**src/rtl/psg_multi_channel.sv**
```systemverilog
// -----------------------------------------------------------------------------
// psg_multi_channel
//
// Programmable sound generator. It has NUM_TONE square-wave tone channels and
// one 16-bit Galois LFSR noise channel. Each channel has its own volume and
// enable bit. The gated volumes are summed, the sum saturates to the PWM range,
// and the result drives a PWM audio output. The duty only changes on a PWM
// frame boundary.
//
// Tone periods are double-buffered. A write commits a new period to the pending
// register, and the running channel picks it up only when its counter wraps.
// Retuning therefore never cuts a half-period short.
//
// Register map (write-only):
//   ch*4+0          period low byte (staged)
//   ch*4+1          period high bits; commits {high, staged low} to pending
//   ch*4+2          tone volume
//   NUM_TONE*4+0    noise volume
//   NUM_TONE*4+1    enable mask: bit i = tone i, bit NUM_TONE = noise
//   NUM_TONE*4+2    noise divider
//   ch*4+3, NUM_TONE*4+3 and all higher addresses are ignored.
//
// Ports:
//   clk           system clock
//   rst           synchronous reset, active-high; wins over a same-cycle write
//   write_strobe  register write enable
//   address       register address
//   data          register write data
//   signal_out    registered PWM audio output
//   debug         low 8 bits of the applied PWM duty
// -----------------------------------------------------------------------------
module psg_multi_channel #(
   parameter int NUM_TONE = 4,
   parameter int PERIOD_W = 12,
   parameter int VOL_W    = 4,
   parameter int PWM_W    = 8,
   parameter int ADDR_W   = 5
) (
   input  logic              clk,
   input  logic              rst,
   input  logic              write_strobe,
   input  logic [ADDR_W-1:0] address,
   input  logic [7:0]        data,
   output logic              signal_out,
   output logic [7:0]        debug
);

   localparam int          SUM_W     = VOL_W + $clog2(NUM_TONE + 1) + 1;
   localparam int          EN_W      = NUM_TONE + 1;
   localparam int          NOISE     = NUM_TONE;
   localparam int          DUTY_MAX  = (1 << PWM_W) - 1;
   localparam logic [15:0] LFSR_SEED = 16'hACE1;
   localparam logic [15:0] LFSR_TAPS = 16'hB400;

   // Configuration registers
   logic [7:0]          stage_q [NUM_TONE];
   logic [7:0]          stage_d [NUM_TONE];
   logic [PERIOD_W-1:0] pend_q  [NUM_TONE];
   logic [PERIOD_W-1:0] pend_d  [NUM_TONE];
   logic [VOL_W-1:0]    vol_q   [NUM_TONE];
   logic [VOL_W-1:0]    vol_d   [NUM_TONE];
   logic [VOL_W-1:0]    nvol_q, nvol_d;
   logic [EN_W-1:0]     en_q, en_d;
   logic [7:0]          ndiv_q, ndiv_d;

   // Tone channel state
   logic [PERIOD_W-1:0] act_q [NUM_TONE];
   logic [PERIOD_W-1:0] act_d [NUM_TONE];
   logic [PERIOD_W-1:0] cnt_q [NUM_TONE];
   logic [PERIOD_W-1:0] cnt_d [NUM_TONE];
   logic [NUM_TONE-1:0] wave_q, wave_d;

   // Noise channel state
   logic [7:0]          ndcnt_q, ndcnt_d;
   logic [15:0]         lfsr_q, lfsr_d;

   // Mixer / PWM
   logic [SUM_W-1:0]    sum;
   logic [PWM_W-1:0]    pwm_cnt_q, pwm_cnt_d;
   logic [PWM_W-1:0]    duty_q, duty_d;
   logic                sig_q, sig_d;

   function automatic logic [15:0] lfsr_step(input logic [15:0] s);
      return (s >> 1) ^ (s[0] ? LFSR_TAPS : 16'h0000);
   endfunction

   function automatic logic [PWM_W-1:0] sat_duty(input logic [SUM_W-1:0] s);
      if (32'(s) > DUTY_MAX) return PWM_W'(DUTY_MAX);
      return PWM_W'(s);
   endfunction

   // Mixer: only channels that are enabled and currently high contribute
   always_comb begin
      sum = '0;
      for (int ch = 0; ch < NUM_TONE; ch++) begin
         if (en_q[ch] && wave_q[ch]) sum = sum + SUM_W'(vol_q[ch]);
      end
      if (en_q[NOISE] && lfsr_q[0]) sum = sum + SUM_W'(nvol_q);
   end

   always_comb begin
      stage_d   = stage_q;
      pend_d    = pend_q;
      vol_d     = vol_q;
      nvol_d    = nvol_q;
      en_d      = en_q;
      ndiv_d    = ndiv_q;
      act_d     = act_q;
      cnt_d     = cnt_q;
      wave_d    = wave_q;
      ndcnt_d   = ndcnt_q;
      lfsr_d    = lfsr_q;
      pwm_cnt_d = pwm_cnt_q + PWM_W'(1);
      duty_d    = duty_q;
      sig_d     = (pwm_cnt_q < duty_q);

      // Register bus. The commit uses the staged byte as it was before this
      // edge, so a low-byte write and a commit in consecutive cycles pair up.
      if (write_strobe) begin
         for (int ch = 0; ch < NUM_TONE; ch++) begin
            if (int'(address) == ch*4)     stage_d[ch] = data;
            if (int'(address) == ch*4 + 1) pend_d[ch]  = PERIOD_W'({data, stage_q[ch]});
            if (int'(address) == ch*4 + 2) vol_d[ch]   = VOL_W'(data);
         end
         if (int'(address) == NUM_TONE*4)     nvol_d = VOL_W'(data);
         if (int'(address) == NUM_TONE*4 + 1) en_d   = EN_W'({8'h00, data});
         if (int'(address) == NUM_TONE*4 + 2) ndiv_d = data;
      end

      // Tones. The active period reloads from pending only while idle or on a
      // wrap, and it always reads the pre-edge pending value.
      for (int ch = 0; ch < NUM_TONE; ch++) begin
         if (!en_q[ch] || act_q[ch] == '0) begin
            cnt_d[ch]  = '0;
            wave_d[ch] = 1'b0;
            act_d[ch]  = pend_q[ch];
         end else if (cnt_q[ch] == act_q[ch] - PERIOD_W'(1)) begin
            cnt_d[ch]  = '0;
            wave_d[ch] = ~wave_q[ch];
            act_d[ch]  = pend_q[ch];
         end else begin
            cnt_d[ch]  = cnt_q[ch] + PERIOD_W'(1);
         end
      end

      // Noise: the divider and LFSR freeze while the channel is disabled
      if (en_q[NOISE]) begin
         if (ndcnt_q == ndiv_q) begin
            ndcnt_d = '0;
            lfsr_d  = lfsr_step(lfsr_q);
         end else begin
            ndcnt_d = ndcnt_q + 8'd1;
         end
      end

      // The duty only changes on the last count of a frame, so a frame is never split
      if (pwm_cnt_q == PWM_W'(DUTY_MAX)) duty_d = sat_duty(sum);
   end

   always_ff @(posedge clk) begin
      if (rst) begin
         stage_q   <= '{default: '0};
         pend_q    <= '{default: '0};
         vol_q     <= '{default: '0};
         nvol_q    <= '0;
         en_q      <= '0;
         ndiv_q    <= '0;
         act_q     <= '{default: '0};
         cnt_q     <= '{default: '0};
         wave_q    <= '0;
         ndcnt_q   <= '0;
         lfsr_q    <= LFSR_SEED;
         pwm_cnt_q <= '0;
         duty_q    <= '0;
         sig_q     <= 1'b0;
      end else begin
         stage_q   <= stage_d;
         pend_q    <= pend_d;
         vol_q     <= vol_d;
         nvol_q    <= nvol_d;
         en_q      <= en_d;
         ndiv_q    <= ndiv_d;
         act_q     <= act_d;
         cnt_q     <= cnt_d;
         wave_q    <= wave_d;
         ndcnt_q   <= ndcnt_d;
         lfsr_q    <= lfsr_d;
         pwm_cnt_q <= pwm_cnt_d;
         duty_q    <= duty_d;
         sig_q     <= sig_d;
      end
   end

   assign signal_out = sig_q;
   assign debug      = 8'(duty_q);

endmodule

```
**config.mk**
```make
export PLATFORM = sky130hd
export DESIGN_NAME = psg_multi_channel
export DESIGN_NICKNAME = d
export VERILOG_FILES = /design/src/rtl/psg_multi_channel.sv
export SDC_FILE = /design/constraint.sdc
export NUM_CORES = 1
export LEC_CHECK = 0
export ABC_AREA = 1
export ABC_CLOCK_PERIOD_IN_PS = 7100
export CELL_PAD_IN_SITES_DETAIL_PLACEMENT = 0
export CELL_PAD_IN_SITES_GLOBAL_PLACEMENT = 1
export CORE_MARGIN = 4
export CORE_UTILIZATION = 51
export CTS_BUF_LIST = sky130_fd_sc_hd__clkbuf_8
export DETAILED_ROUTE_END_ITERATION = 8
export PLACE_DENSITY_LB_ADDON = 0.1
export SYNTH_ARGS = -nofsm -noshare
export SYNTH_HDL_FRONTEND = slang
export SYNTH_SLANG_ARGS = --single-unit
```
**constraint.sdc**
```tcl
create_clock -name clk -period 7.1 [get_ports clk]
set_input_delay 1.42 -clock clk [delete_from_list [all_inputs] [get_ports clk]]
set_output_delay 1.42 -clock clk [all_outputs]
set_load 0.05 [all_outputs]
```
Word-level counts from Yosys, hierarchy flattened
Index checks and enable logic that the tools add are counted.
{"block": "word_totals", "ff_bits": 254, "input_bits": 16, "out_inout_bits": 9, "word_cells": 133}
{"block": "op_classes", "add_sub_neg": 14, "magnitude_cmp": 1, "n_eq_ne": 20, "mux": 15, "bitwise_logic": 5, "n_reduce_logical": 46}
{"cell": "2-to-1 mux 12 bit", "n": 8}
{"cell": "adder 12 x 1 -> 12 bit, second input constant", "n": 4}
{"cell": "equality test 12 bit", "n": 4}
{"cell": "logical NOT 12 bit", "n": 4}
{"cell": "subtractor 12 x 1 -> 12 bit, second input constant", "n": 4}
{"cell": "equality test 5 bit, second input constant", "n": 9}
{"cell": "2-to-1 mux 8 bit", "n": 5}
{"cell": "adder 8 x 4 -> 8 bit", "n": 4}
{"cell": "AND reduction 2 bit", "n": 16}
{"cell": "adder 8 x 1 -> 8 bit, second input constant", "n": 2}
{"cell": "2-to-1 mux 16 bit", "n": 1}
{"cell": "bitwise XOR 15 x 16 -> 16 bit", "n": 1}
{"cell": "equality test 5 x 4 -> 1 bit, second input constant", "n": 3}
{"cell": "OR reduction 3 bit", "n": 4}
{"cell": "equality test 8 bit", "n": 1}
{"cell": "equality test 8 bit, second input constant", "n": 1}
{"cell": "less-than comparator 8 bit", "n": 1}
{"cell": "nonzero test 2 bit", "n": 4}
{"cell": "OR reduction 2 bit", "n": 4}
{"cell": "equality test 5 x 2 -> 1 bit, second input constant", "n": 1}
{"cell": "equality test 5 x 3 -> 1 bit, second input constant", "n": 1}
{"cell": "logical AND 1 bit", "n": 5}
{"cell": "logical NOT 5 bit", "n": 1}
{"cell": "logical NOT 1 bit", "n": 4}
{"cell": "other kinds (3)", "n": 9}

Longest topological paths before layout
{"block": "logic_depth", "depth_word": 10, "depth_mapped": 29, "ltp_nobuf": 29}

Worst setup path after synthesis
No wires, ideal clock.
{"block": "synth_path", "path_kind": "reg-to-reg", "startpoint": "register wave_q[0]", "endpoint": "register duty_q[5] (netlist: debug[5])", "setup_ps": 70, "arrival_time_ps": 4152, "required_time_ps": 7030, "setup_slack_ps": 2878, "stages_incl_launch_ff": 24, "n_path_buf": 0, "period_less_slack_ps": 4222, "path_cell_list": "dfxtp_1 nand2_1 nor2_1 ha_1 inv_1 fa_1 o21ai_0 fa_1 inv_1 o21ai_0 inv_1 fa_1 xor2_1 nand2_1 a21boi_0 ha_1 nand3_1 nand3_1 a21oi_1 or2_1 nand3b_1 nand2_1 nand2_1 a21oi_1"}
{"block": "synth_via", "elab_chain_cells": 10}
{"item": "start, declared", "line_no": "71", "rtl": "logic [NUM_TONE-1:0] wave_q, wave_d;"}
{"item": "start signal, assigned", "line_no": "185", "rtl": "wave_q <= wave_d;"}
{"item": "logical AND 1 bit *", "line_no": "96", "rtl": "if (en_q[ch] && wave_q[ch]) sum = sum + SUM_W'(vol_q[ch]);"}
{"item": "2-to-1 mux 4 bit *", "line_no": "96"}
{"item": "adder 8 x 4 -> 8 bit", "line_no": "96"}
{"item": "2-to-1 mux 8 bit *", "line_no": "96"}
{"item": "adder 8 x 4 -> 8 bit", "line_no": "96"}
{"item": "2-to-1 mux 8 bit *", "line_no": "96"}
{"item": "adder 8 x 4 -> 8 bit", "line_no": "96"}
{"item": "2-to-1 mux 8 bit *", "line_no": "96"}
{"item": "adder 8 x 4 -> 8 bit", "line_no": "98", "rtl": "if (en_q[NOISE] && lfsr_q[0]) sum = sum + SUM_W'(nvol_q);"}
{"item": "2-to-1 mux 8 bit *", "line_no": "98"}
{"item": "end signal, assigned", "line_no": "189", "rtl": "duty_q <= duty_d;"}
{"item": "end, declared", "line_no": "80", "rtl": "logic [PWM_W-1:0] duty_q, duty_d;"}
Every way passes the cells marked *; elsewhere a longest branch is shown, timed or not.
A chain may end at the register's enable or synchronous reset.

Worst setup path after layout
Ends and elaborated chain as after synthesis.

==> metrics <==
Synth top cells by count nand2_1, nor2_1, dfxtp_1; relative slew slack 23.30%; Peak VDD IR 0.1513 mV; clock skew 0.02924 ns; Rows 57; YS warnings 0; Final setup viols 0; Peak Freq 216.6 MHz; most frequent CP cell nand2_1; Max clock buf depth 3; Lkg Pwr 5.865 nW; Cell variety after synth 46; FF-to-FF Start wave_q[0]; drt total wl 28580 um; DR WL/cell 13.05 um; syn_area_per_cell 6.971 sq um; HP Class flip-flop to flip-flop; grt total ovfl 0; io pins 25; most frequent cell after synthesis nand2_1; vias in the first global route 10374; setup TNS 0 ns; CTS sink cnt 254; initial antenna violation count 0; Worst path slowest cell fa_1; IO Port Bufs 24; hold_sp vol_q[13]; hold endpoint vol_q[13]; CTS Hold Buffers Added 0; CP bufs+invs 3; cell family with the largest share of critical-path delay adder cells; Core Footprint 24460 sq um; Crit path required time 7.58 ns; share of Yosys cell area claimed by the top area cell type 39.97%; top post-synthesis cells by area dfxtp_1, nand2_1, nor2_1; first-pass GRT wire length 49110 um; share of layout cells above drive strength 1 5.949%; max incr delay on CP 0.55 ns; WS Path Type flip-flop to flip-flop; Area Overhead vs Synth 10.16%; RSZ-0062 raised after global routing false; Worst Setup End Kind flip-flop; Crit path arrival time 5.10 ns; R2R Setup Slk 2.48 ns; final core occ 57.29%; clock latency on the worst-skew pair 0.56 ns; Initial Util 52.01%; #FFs+latches synth 254; Reg clk slew, reported paths 0.06 ns; max-cap violations 0; Synth Net Count 1881; Pwr Density 206.5 nW/um^2; Post-Synthesis Cells 1825; RR Endpoint debug[5]; EDFF count, synth 0; crit-path cells nand2_1 > nor2_1 > ha_1 > inv_1 > fa_1 > o21ai_0 > fa_1 > inv_1 > o21ai_0 > inv_1 > fa_1 > xor2_1 > nand2_1 > a21boi_0 > ha_1 > nand3_1 > nand3_1 > a21oi_1 > or2_1 > nand3b_1 > nand2_1 > nand2_1 > a21oi_1; CTS tree built; Async SR Flop Fraction 0%; H-tree levels 2; dominant synthesized flop cell dfxtp_1; DRC 0; status complete, no violations; Total Nets Final 1891; Worst R2R Path Depth 23; largest net degree at the start of global routing 82; routability cong. 0.8453; Final Hold Vio Count 0; die height 165.9 um; setup bufs post-CTS 0; clock root buffer clkbuf_8; minimum clock period 4.617 ns; Seq/Total Area, Yosys 39.97%; Final Cycle Share 65.03%; actual slew at the worst max-slew pin 1.141 ns; total power draw 2.894 mW; die width 165.9 um; Slew Viols, Final 0; total CTS buffers 44; Final ANT Viol Nets 0; DR vias/cell 5.074; Diodes inserted 0; via count 11112; CTS resizes 0; Setup crit start kind flip-flop; Total GRT Usage 20.49%; Worst Path Max Fanout 5; hpwl dp 19510 um; Starting DRT DRC Count 610; Hold Crit Depth 2; top cell type by total area after synthesis dfxtp_1; drt first pass iters 6; synthesized cell area 12720 sq um; die area 27540 sq um
==> cell type report <==
type	instances	area, sq um
Clock buffer	56	770.7
Inverter	182	684.4
Clock inverter	21	122.6
Timing Repair Buffer	34	310.3
Fill cell	2439	10450
Multi-Input combinational cell	1319	6636
Sequential cell	254	5085
Tap cell	324	405.4
==> through the flow <==
stage	hold WS (ns)	setup slack (ns)	cells	instance area [sq um]
6_report	0.4587	2.483	2190	14010
3_3_place_gp	0.4415	2.582	2113	13120
4_1_cts	0.4593	2.448	2190	14010
5_1_grt	0.4760	2.028	2190	14010
2_1_floorplan	0.4263	2.878	1825	12720
3_5_place_dp	0.4516	2.485	2113	13120
==> routing by layer <==
metal / vias up / track usage (%) / part of all wire (%)
li1: 5906 / - / -
met1: 5023 / 28.42 / 49
met2: 136 / 33.47 / 45
met3: 47 / 2.928 / 3.6
met4: 0 / 5.954 / 2.2
met5: - / 0 / 0
==> worst reg2reg max path: stages (launching register included) <==
cell      delay, ns
dfxtp_1        0.38
nand2_1        0.12
nor2_1         0.14
ha_1           0.18
inv_1          0.06
fa_1           0.47
o21ai_0        0.19
fa_1           0.55
inv_1          0.04
o21ai_0        0.30
inv_1          0.11
fa_1           0.44
xor2_1         0.17
nand2_1        0.08
a21boi_0       0.13
ha_1           0.36
nand3_1        0.09
nand3_1        0.11
a21oi_1        0.07
or2_1          0.22
nand3b_1       0.15
nand2_1        0.06
nand2_1        0.05
a21oi_1        0.10
==> logic make-up (layout without fill, tap and decap cells) <==
family	Yosys count	count (layout)	share of synthesized area (%)
adder cells (fa/ha/maj)	40	40	4.170
flip-flops	254	254	39.97
AO/OA/AOI/OAI	256	256	10.44
AND/OR/NAND/NOR	937	937	31.34
buffers and inverters	252	293	7.937
XOR/XNOR	86	86	6.137
==> layout by cell type (no fill, tap or decap), types with 2 or more instances in the layout <==
cell type / n
nand2_1: 354
nor2_1: 307
dfxtp_1: 254
inv_1: 192
nand3_1: 188
a21oi_1: 141
o21ai_0: 90
clkbuf_8: 56
xor2_1: 51
ha_1: 36
xnor2_1: 33
nand4_1: 24
clkdlybuf4s50_1: 23
nor2_2: 17
nor3_1: 15
buf_4: 10
nand3b_1: 9
or2_2: 7
a31oi_1: 5
clkinv_2: 5
o211ai_1: 5
o21ai_1: 4
fa_1: 4
nor3b_1: 3
nand2_2: 3
o22ai_1: 2
a21boi_0: 2
nor4_1: 2
xnor3_1: 2
nand3_2: 2
clkinvlp_4: 2
==> registers in the layout, indices dropped and copies added, names as in the netlist, 16 cells and up <==
register,count
act_q,48
cnt_q,48
pend_q,48
stage_q,32
lfsr_q,16
vol_q,16
==> how the worst max path moves through the flow <==
stage / endpoint / slack [ns] / depth (start not counted) / from
floorplan: debug[5] / 2.88 / 23 / wave_q[0]
global placement: debug[5] / 2.58 / 23 / wave_q[0]
detailed placement: debug[5] / 2.48 / 23 / wave_q[0]
CTS: debug[5] / 2.45 / 23 / wave_q[0]
global route: debug[5] / 2.03 / 23 / wave_q[0]
finish: debug[5] / 2.48 / 23 / wave_q[0]
==> where the power goes <==
group / internal (mW) / leakage (nW) / switching, mW
Clock: 0.744 / 0.506 / 0.595
Combinational: 0.0346 / 3.31 / 0.0777
Sequential: 1.44 / 2.05 / 0.00684
Total: 2.22 / 5.87 / 0.679
Note: power is estimated with default switching activity, not from simulation.
